### config.mk
export PLATFORM = sky130hd
export DESIGN_NAME = alu_arbiter_flat
export DESIGN_NICKNAME = d
export VERILOG_FILES = /design/src/rtl/alu_arbiter_if.sv /design/src/rtl/alu_arbiter.sv /design/src/flat_wrapper.sv
export SDC_FILE = /design/constraint.sdc
export NUM_CORES = 1
export LEC_CHECK = 0
export ABC_AREA = 1
export ABC_CLOCK_PERIOD_IN_PS = 2300
export CAP_MARGIN = 20
export CORE_MARGIN = 5
export CORE_UTILIZATION = 25
export DETAILED_ROUTE_END_ITERATION = 6
export GPL_ROUTABILITY_DRIVEN = 1
export MAX_ROUTING_LAYER = met4
export PLACE_DENSITY = 0.52
export SETUP_SLACK_MARGIN = 0.15
export SLEW_MARGIN = 5
export SYNTH_ARGS = -nofsm -noshare
export SYNTH_HDL_FRONTEND = slang
export SYNTH_SLANG_ARGS = --single-unit
### constraint.sdc
create_clock -name clk -period 2.3 [get_ports clk]
set_input_delay 0.46 -clock clk [delete_from_list [all_inputs] [get_ports clk]]
set_output_delay 0.46 -clock clk [all_outputs]
set_load 0.05 [all_outputs]
### src/rtl/alu_arbiter_if.sv
// alu_arbiter_if
//   Bundles the two requester handshakes, the shared response bus and the
//   ALU operand/result wires of alu_arbiter.
//   slave  : arbiter side (takes requests and alu_res, drives ready/resp/alu_*)
//   master : requester + ALU side (drives requests and alu_res)
interface alu_arbiter_if #(
   parameter int WIDTH   = 32,
   parameter int SHAMT_W = 5,
   parameter int FUNCT_W = 4
);
   logic               req0_valid;
   logic               req0_ready;
   logic [WIDTH-1:0]   req0_a;
   logic [WIDTH-1:0]   req0_b;
   logic [SHAMT_W-1:0] req0_shamt;
   logic [FUNCT_W-1:0] req0_funct;

   logic               req1_valid;
   logic               req1_ready;
   logic [WIDTH-1:0]   req1_a;
   logic [WIDTH-1:0]   req1_b;
   logic [SHAMT_W-1:0] req1_shamt;
   logic [FUNCT_W-1:0] req1_funct;

   logic               resp0_valid;
   logic               resp1_valid;
   logic [WIDTH-1:0]   resp_data;
   logic               resp_err;

   logic [WIDTH-1:0]   alu_a;
   logic [WIDTH-1:0]   alu_b;
   logic [SHAMT_W-1:0] alu_shamt;
   logic [FUNCT_W-1:0] alu_funct;
   logic [WIDTH-1:0]   alu_res;

   logic               busy;

   modport slave (
      input  req0_valid, req0_a, req0_b, req0_shamt, req0_funct,
      input  req1_valid, req1_a, req1_b, req1_shamt, req1_funct,
      output req0_ready, req1_ready,
      output resp0_valid, resp1_valid, resp_data, resp_err,
      output alu_a, alu_b, alu_shamt, alu_funct,
      input  alu_res,
      output busy
   );

   modport master (
      output req0_valid, req0_a, req0_b, req0_shamt, req0_funct,
      output req1_valid, req1_a, req1_b, req1_shamt, req1_funct,
      input  req0_ready, req1_ready,
      input  resp0_valid, resp1_valid, resp_data, resp_err,
      input  alu_a, alu_b, alu_shamt, alu_funct,
      output alu_res,
      input  busy
   );
endinterface

### src/rtl/alu_arbiter.sv
// alu_arbiter
//   Shares one registered (1-cycle latency) ALU between two requesters.
//   Round-robin grant, valid/ready request handshake, one-cycle response
//   pulse to the requester that issued the operation.
//   Ports:
//     clk  - clock, all state updates on posedge
//     rst  - synchronous active-high reset; forces every output to 0
//     bus  - alu_arbiter_if.slave: req0/req1 handshakes, resp0/resp1_valid,
//            resp_data, resp_err, alu_a/b/shamt/funct, alu_res, busy
//   Sequence: IDLE (accept) -> ISSUE (ALU samples) -> WAIT (alu_res valid,
//   captured) -> DONE (response pulse). Illegal funct skips straight to DONE.
module alu_arbiter #(
   parameter int WIDTH     = 32,
   parameter int SHAMT_W   = 5,
   parameter int FUNCT_W   = 4,
   parameter int MAX_FUNCT = 8
) (
   input logic         clk,
   input logic         rst,
   alu_arbiter_if.slave bus
);

   typedef enum logic [1:0] {
      IDLE  = 2'd0,
      ISSUE = 2'd1,
      WAIT  = 2'd2,
      DONE  = 2'd3
   } state_t;

   state_t             state_q, state_d;
   logic               last_grant_q, last_grant_d;
   logic               owner_q, owner_d;
   logic               err_q, err_d;
   logic [WIDTH-1:0]   a_q, a_d;
   logic [WIDTH-1:0]   b_q, b_d;
   logic [SHAMT_W-1:0] shamt_q, shamt_d;
   logic [FUNCT_W-1:0] funct_q, funct_d;
   logic [WIDTH-1:0]   data_q, data_d;

   logic               grant0, grant1;
   logic [FUNCT_W-1:0] sel_funct;

   always_comb begin
      state_d      = state_q;
      last_grant_d = last_grant_q;
      owner_d      = owner_q;
      err_d        = err_q;
      a_d          = a_q;
      b_d          = b_q;
      shamt_d      = shamt_q;
      funct_d      = funct_q;
      data_d       = data_q;
      grant0       = 1'b0;
      grant1       = 1'b0;
      sel_funct    = bus.req1_valid ? bus.req1_funct : bus.req0_funct;

      unique case (state_q)
         IDLE: begin
            // Contention goes to whoever did not win last time.
            if (bus.req0_valid && (!bus.req1_valid || last_grant_q)) begin
               grant0 = 1'b1;
            end else if (bus.req1_valid) begin
               grant1 = 1'b1;
            end
            sel_funct = grant1 ? bus.req1_funct : bus.req0_funct;
            if (grant0 || grant1) begin
               owner_d      = grant1;
               last_grant_d = grant1;
               a_d          = grant1 ? bus.req1_a     : bus.req0_a;
               b_d          = grant1 ? bus.req1_b     : bus.req0_b;
               shamt_d      = grant1 ? bus.req1_shamt : bus.req0_shamt;
               funct_d      = sel_funct;
               if (sel_funct > FUNCT_W'(MAX_FUNCT)) begin
                  // Illegal op never touches the ALU; respond next cycle with 0.
                  err_d   = 1'b1;
                  data_d  = '0;
                  state_d = DONE;
               end else begin
                  err_d   = 1'b0;
                  state_d = ISSUE;
               end
            end
         end
         ISSUE: state_d = WAIT;
         WAIT: begin
            data_d  = bus.alu_res;
            state_d = DONE;
         end
         DONE: state_d = IDLE;
      endcase
   end

   always_ff @(posedge clk) begin
      if (rst) begin
         state_q      <= IDLE;
         last_grant_q <= 1'b1;
         owner_q      <= 1'b0;
         err_q        <= 1'b0;
         a_q          <= '0;
         b_q          <= '0;
         shamt_q      <= '0;
         funct_q      <= '0;
         data_q       <= '0;
      end else begin
         state_q      <= state_d;
         last_grant_q <= last_grant_d;
         owner_q      <= owner_d;
         err_q        <= err_d;
         a_q          <= a_d;
         b_q          <= b_d;
         shamt_q      <= shamt_d;
         funct_q      <= funct_d;
         data_q       <= data_d;
      end
   end

   // Every output is forced low while rst is asserted, even before the
   // reset edge has cleared the registers.
   assign bus.req0_ready  = !rst && grant0;
   assign bus.req1_ready  = !rst && grant1;
   assign bus.resp0_valid = !rst && (state_q == DONE) && !owner_q;
   assign bus.resp1_valid = !rst && (state_q == DONE) &&  owner_q;
   assign bus.resp_err    = !rst && (state_q == DONE) &&  err_q;
   assign bus.resp_data   = rst ? '0 : data_q;
   assign bus.alu_a       = rst ? '0 : a_q;
   assign bus.alu_b       = rst ? '0 : b_q;
   assign bus.alu_shamt   = rst ? '0 : shamt_q;
   assign bus.alu_funct   = rst ? '0 : funct_q;
   assign bus.busy        = !rst && (state_q != IDLE);

endmodule

### src/flat_wrapper.sv
// flat-port wrapper written by rule: the top's interface ports become plain ports
module alu_arbiter_flat 
#(
   parameter int WIDTH     = 32,
   parameter int SHAMT_W   = 5,
   parameter int FUNCT_W   = 4,
   parameter int MAX_FUNCT = 8
)
  (clk, rst, bus_req0_valid, bus_req0_a, bus_req0_b, bus_req0_shamt, bus_req0_funct, bus_req1_valid, bus_req1_a, bus_req1_b, bus_req1_shamt, bus_req1_funct, bus_req0_ready, bus_req1_ready, bus_resp0_valid, bus_resp1_valid, bus_resp_data, bus_resp_err, bus_alu_a, bus_alu_b, bus_alu_shamt, bus_alu_funct, bus_alu_res, bus_busy);
  alu_arbiter_if #(.WIDTH(WIDTH), .SHAMT_W(SHAMT_W), .FUNCT_W(FUNCT_W)) bus_i ();
  input logic clk;
  input logic rst;
  input wire logic [$bits(bus_i.req0_valid)-1:0] bus_req0_valid;
  input wire logic [$bits(bus_i.req0_a)-1:0] bus_req0_a;
  input wire logic [$bits(bus_i.req0_b)-1:0] bus_req0_b;
  input wire logic [$bits(bus_i.req0_shamt)-1:0] bus_req0_shamt;
  input wire logic [$bits(bus_i.req0_funct)-1:0] bus_req0_funct;
  input wire logic [$bits(bus_i.req1_valid)-1:0] bus_req1_valid;
  input wire logic [$bits(bus_i.req1_a)-1:0] bus_req1_a;
  input wire logic [$bits(bus_i.req1_b)-1:0] bus_req1_b;
  input wire logic [$bits(bus_i.req1_shamt)-1:0] bus_req1_shamt;
  input wire logic [$bits(bus_i.req1_funct)-1:0] bus_req1_funct;
  output wire logic [$bits(bus_i.req0_ready)-1:0] bus_req0_ready;
  output wire logic [$bits(bus_i.req1_ready)-1:0] bus_req1_ready;
  output wire logic [$bits(bus_i.resp0_valid)-1:0] bus_resp0_valid;
  output wire logic [$bits(bus_i.resp1_valid)-1:0] bus_resp1_valid;
  output wire logic [$bits(bus_i.resp_data)-1:0] bus_resp_data;
  output wire logic [$bits(bus_i.resp_err)-1:0] bus_resp_err;
  output wire logic [$bits(bus_i.alu_a)-1:0] bus_alu_a;
  output wire logic [$bits(bus_i.alu_b)-1:0] bus_alu_b;
  output wire logic [$bits(bus_i.alu_shamt)-1:0] bus_alu_shamt;
  output wire logic [$bits(bus_i.alu_funct)-1:0] bus_alu_funct;
  input wire logic [$bits(bus_i.alu_res)-1:0] bus_alu_res;
  output wire logic [$bits(bus_i.busy)-1:0] bus_busy;
  assign bus_i.req0_valid = bus_req0_valid;
  assign bus_i.req0_a = bus_req0_a;
  assign bus_i.req0_b = bus_req0_b;
  assign bus_i.req0_shamt = bus_req0_shamt;
  assign bus_i.req0_funct = bus_req0_funct;
  assign bus_i.req1_valid = bus_req1_valid;
  assign bus_i.req1_a = bus_req1_a;
  assign bus_i.req1_b = bus_req1_b;
  assign bus_i.req1_shamt = bus_req1_shamt;
  assign bus_i.req1_funct = bus_req1_funct;
  assign bus_req0_ready = bus_i.req0_ready;
  assign bus_req1_ready = bus_i.req1_ready;
  assign bus_resp0_valid = bus_i.resp0_valid;
  assign bus_resp1_valid = bus_i.resp1_valid;
  assign bus_resp_data = bus_i.resp_data;
  assign bus_resp_err = bus_i.resp_err;
  assign bus_alu_a = bus_i.alu_a;
  assign bus_alu_b = bus_i.alu_b;
  assign bus_alu_shamt = bus_i.alu_shamt;
  assign bus_alu_funct = bus_i.alu_funct;
  assign bus_i.alu_res = bus_alu_res;
  assign bus_busy = bus_i.busy;
  alu_arbiter #(.WIDTH(WIDTH), .SHAMT_W(SHAMT_W), .FUNCT_W(FUNCT_W), .MAX_FUNCT(MAX_FUNCT)) u_core (.clk(clk), .rst(rst), .bus(bus_i));
endmodule
* After elaboration in Yosys (flattened, before gate mapping)
Index checks and enable logic that the tools add are counted.
Operators by class: magnitude comparators 1, mux-type cells 23, reductions and logical operators 18, equality and inequality tests 5
Operators with widths (number):
- $mux 32 | 7
- $pmux 32 s2 | 1
- $mux 5 | 2
- $logic_and 1x1->1 | 8
- $mux 1 | 8
- $mux 4 | 2
- $pmux 2 s4 | 1
- $eq 2x2->1 const B | 2
- $gt 4x4->1 const B | 1
- $mux 2 | 2
- $ne 2x1->1 const B | 2
- $reduce_bool 2->1 | 2
- $logic_not 1->1 | 3
- $reduce_and 3->1 | 1
- $eq 2x1->1 const B | 1
- $logic_not 2->1 | 1
- $logic_or 1x1->1 | 2
- $reduce_and 2->1 | 1
Word-level totals: output and inout bits 111, word-level logic and storage cells 56, bits of input ports 182, register bits after elaboration 110

* Logic depth before layout (Yosys ltp)
depth after elaboration 10, depth in mapped cells 12, mapped depth without buffers 10

* Worst setup path after synthesis
No wires, ideal clock.
path kind input to output, start point input rst, end point output bus_req0_ready, cell stages on the path 3, slack -0.108 ns, data required time 1.840 ns, buffers on the path 2, arrival time 1.948 ns, path through clkbuf_1 > clkbuf_1 > nor3_1
Between the ends: word-level cells in the longest chain between the ends 2
Ends and longest elaborated chain:
- start: declaration | RTL line flat_wrapper.sv:12 | input logic rst;
- $logic_not 1->1 | RTL line alu_arbiter.sv:119 | assign bus.req0_ready = !rst && grant0;
- $logic_and 1x1->1 | RTL line alu_arbiter.sv:119
- end: declaration | RTL line flat_wrapper.sv:23 | output wire logic [$bits(bus_i.req0_ready)-1:0] bus_req0_ready;
Every way passes these cells.

* Worst setup path after layout
start point input bus_req1_valid, end point output bus_req1_ready
Between the ends: word-level cells in the longest chain between the ends 7, elaborated cells between the ends (all ways) 8, classes of those cells mux (4); reduce/logical (4)
Ends and longest elaborated chain:
- start: declaration | RTL line flat_wrapper.sv:18 | input wire logic [$bits(bus_i.req1_valid)-1:0] bus_req1_valid;
- $logic_not 1->1 | RTL line alu_arbiter.sv:60 | if (bus.req0_valid && (!bus.req1_valid || last_grant_q)) begin
- $logic_or 1x1->1 | RTL line alu_arbiter.sv:60
- $logic_and 1x1->1 | RTL line alu_arbiter.sv:60
- $mux 1 (*) | RTL line alu_arbiter.sv:60
- $mux 1 (*) (2 in series) | RTL line alu_arbiter.sv:57 | unique case (state_q)
- $logic_and 1x1->1 (*) | RTL line alu_arbiter.sv:120 | assign bus.req1_ready = !rst && grant1;
- end: declaration | RTL line flat_wrapper.sv:24 | output wire logic [$bits(bus_i.req1_ready)-1:0] bus_req1_ready;
Every way passes the cells marked *; elsewhere a longest branch is shown, timed or not. The select of a mux whose other input is x is not followed.

==> flow_summary.toml <==
[die]
io_pins = 293
start_util = 0.252
die_h_um = 155
core_area_um2 = 20900
row_count = 53
dieArea_um2 = 24100
fp.dieW_um = 155

[timing]
finClkSkew_ps = 6.15
tns_ps = 0
tightest_slew_ps = 349
max_freq_mhz = 493
whs_ps = 503
finalSetupViolCount = 0
slew_violations = 0
maxSlewHeadroom = 0.767
period_minus_slack_ps = 2030
period_share = 0.883
finalHoldViolations = 0
fin_ws_ps = 270
rsz0062_at_grt = "false"

[finish]
diodes = 0
final_cells = 1303
layout-drive-gt1-share = 0.157
fill_cells = 2119
syn2layout_area_growth_pct = 75.0
nNetsFinal = 1208

[yosys]
synth_top_family_by_area = "simple AND/OR/NAND/NOR gates"
ys_top_cells_by_count = "nand2_1 (157), inv_1 (120), nor2_1 (111)"
synth.top_cell.area_share = 0.418
synth_area_um2 = 5270
syn_nets = 928
synth_compound_area_frac = 0.0805
synth-seq-cells = 110
synthMuxAreaShare = 0.131
synth_edf_count = 0
synth.area.top_cells = "dfxtp_1 (42%), mux2i_1 (13%), nand2_1 (11%)"
synth_cell_type_count = 25
ys_warn_count = 0
synth_flop_cell = "dfxtp_1"
yosysSeqAreaShare = 0.418
synthCells = 743
yosysTopAreaCell = "dfxtp_1"
synth_xor_xnor_area_share = 0
yosys.area_share.adder = 0.00712
avgSynthCellArea_um2 = 7.09
synth-simple-area-share = 0.235
synth.most_common_cell = "nand2_1"
async_flop_share = 0

[setup_path]
r2r_setup_slack_ps = 610
reg2reg_depth = 9
cp.arrival_ps = 1570
crit_type = "input pin to output pin"
cpPeakStageDelay_ps = 470
timing.rr.start = "u_core.last_grant_q$_SDFFE_PP1P_"
required_ps = 1840
crit_fanout = 4
crit_chain = "clkdlybuf4s50_1 > inv_2 > a21oi_4 > buf_6 > nand3_1 > inv_1 > buf_12"
start_kind = "input pin"
worst_setup_path_end_kind = "output pin"
crit_slowest_cell = "clkdlybuf4s50_1"
reg2reg_to = "u_core.data_q[24]$_SDFFE_PP0P_"

[detailed_routing]
postRouteAntennaNets = 0
route.detailed.drc = 0
vias = 5312
first_pass_iters = 4
wl_per_cell_um = 13.9
drt-total-wl_um = 18200
drt-initial-drc-count = 250
via_per_inst = 4.08

[clock_tree]
root_buffer = "clkbuf_16"
numCtsBuffers = 9
cts_buffer_depth = 2
cts_tree = "done"
clock-sinks = 110
h-tree-depth = 3
ctsHoldBuffers = 0
insertion_delay_ps = 350
cts.reportedPaths.clkPinSlew_ps = 70

[pwr]
combPwrFrac = 0.516
power_density_nw_per_um2 = 905
report.power.total_uw = 8350
irDropWorstVdd_mv = 0.428
p_switching_uw = 3520
pwr-share-clk = 0.178
swShare = 0.421
internal_power_uw = 4830
power_frac_seq = 0.306
p_leak_uw = 0.00395

[run_status]
status = "completed"

[hold_path]
min_to = "u_core.owner_q$_SDFFE_PP0P_"
holdPathStages = 2
hp-class = "flop to flop"
worstHoldStart = "u_core.owner_q$_SDFFE_PP0P_"

[global_route]
grt_max_degree = 74
grt_overflow = 0
grt_use_total = 0.149
first_global_vias = 5147
grt_pass1_wl_um = 27700
antenna_found_initial = 0

[placement]
dp.cells = 1283
pre_cts_ws_ps = 145
dpl.hpwl_um = 13700
gp_congestion = 0.747
port_buffers = 292

[flow_run]
maxCapViolCount = 0
-- what timing repair did --
item,4_1_cts,5_1_grt
gates resized for setup,0,1
setup endpoints to repair,0,1
setup buffers,0,4
-- area by class of cell --
class                      instances  area, µm²  area share
clock inverter                     6       46.3     0.00502
tap                              275        344      0.0373
inverter                         125        469      0.0509
multi-input combinational        464       2410       0.261
clock buffer                      10        229      0.0248
sequential                       110       2200       0.239
timing repair buffer             313       3530       0.383
-- cells by family after synthesis --
family	count (synthesis)
simple gates	310
buf+inv	169
flops	110
compound gates	82
mux	69
fa+ha+maj	3
-- power groups by stage --
stage               combinational (µW)  sequential (µW)  clock, µW
floorplan                         2660             2560          0
global placement                  4350             2590          0
detailed placement                4350             2600          0
CTS                               4380             2560       1560
global route                      4680             2600       1640
finish                            4310             2550       1490
-- stage by stage --
step | util | instance area [µm²]
floorplan | - | 5280
global placement | 0.427 | 8920
detailed placement | 0.427 | 8920
CTS | 0.440 | 9190
global route | 0.442 | 9230
finish | 0.442 | 9230
-- registers in the layout (all words and copies together) (netlist names) --
name,cells
u_core.a_q,32
u_core.b_q,32
u_core.data_q,32
u_core.err_q,1
u_core.funct_q,4
u_core.last_grant_q,1
u_core.owner_q,1
u_core.shamt_q,5
u_core.state_q,2
-- layout by cell type (no fill, tap or decap), drive strengths merged, types with 2 or more instances in the layout --
master and count:
mux2i 69, ha 3, o21ai 73, buf 133, clkinvlp 2, nor2 111
clkbuf 10, clkdlybuf4s50 180, dfxtp 110, clkinv 4, a21oi 5, o211ai 3
inv 125, nand3 37, nand2 160
-- critical path: cells and delay by family --
family	cells	cell delay [ps]
AOI/OAI and AO/OA	1	150
buffers and inverters	5	900
and+or+nand+nor	1	50
-- layer usage --
metal / global-route usage / vias to the layer above / wire length, µm
met2: 0.239 / 189 / 8570
met4: 0.0425 / 0 / 282
met5: - / - / 0
li1: - / 2844 / -
met3: 0.0476 / 16 / 1560
met1: 0.180 / 2263 / 7770
-- how the worst max path moves through the flow --
stage | slack (ps) | to | startpoint | depth (start not counted)
2_1_floorplan | 290 | bus_resp_data[30] | rst | 3
3_3_place_gp | 140 | bus_req1_ready | bus_req0_valid | 6
3_5_place_dp | 140 | u_core.data_q[24]$_SDFFE_PP0P_ | bus_req0_valid | 10
4_1_cts | 150 | bus_req1_ready | bus_req0_valid | 6
5_1_grt | 200 | bus_req1_ready | bus_req1_valid | 7
6_report | 270 | bus_req1_ready | bus_req1_valid | 7
Note: power is estimated with default switching activity, not from simulation.
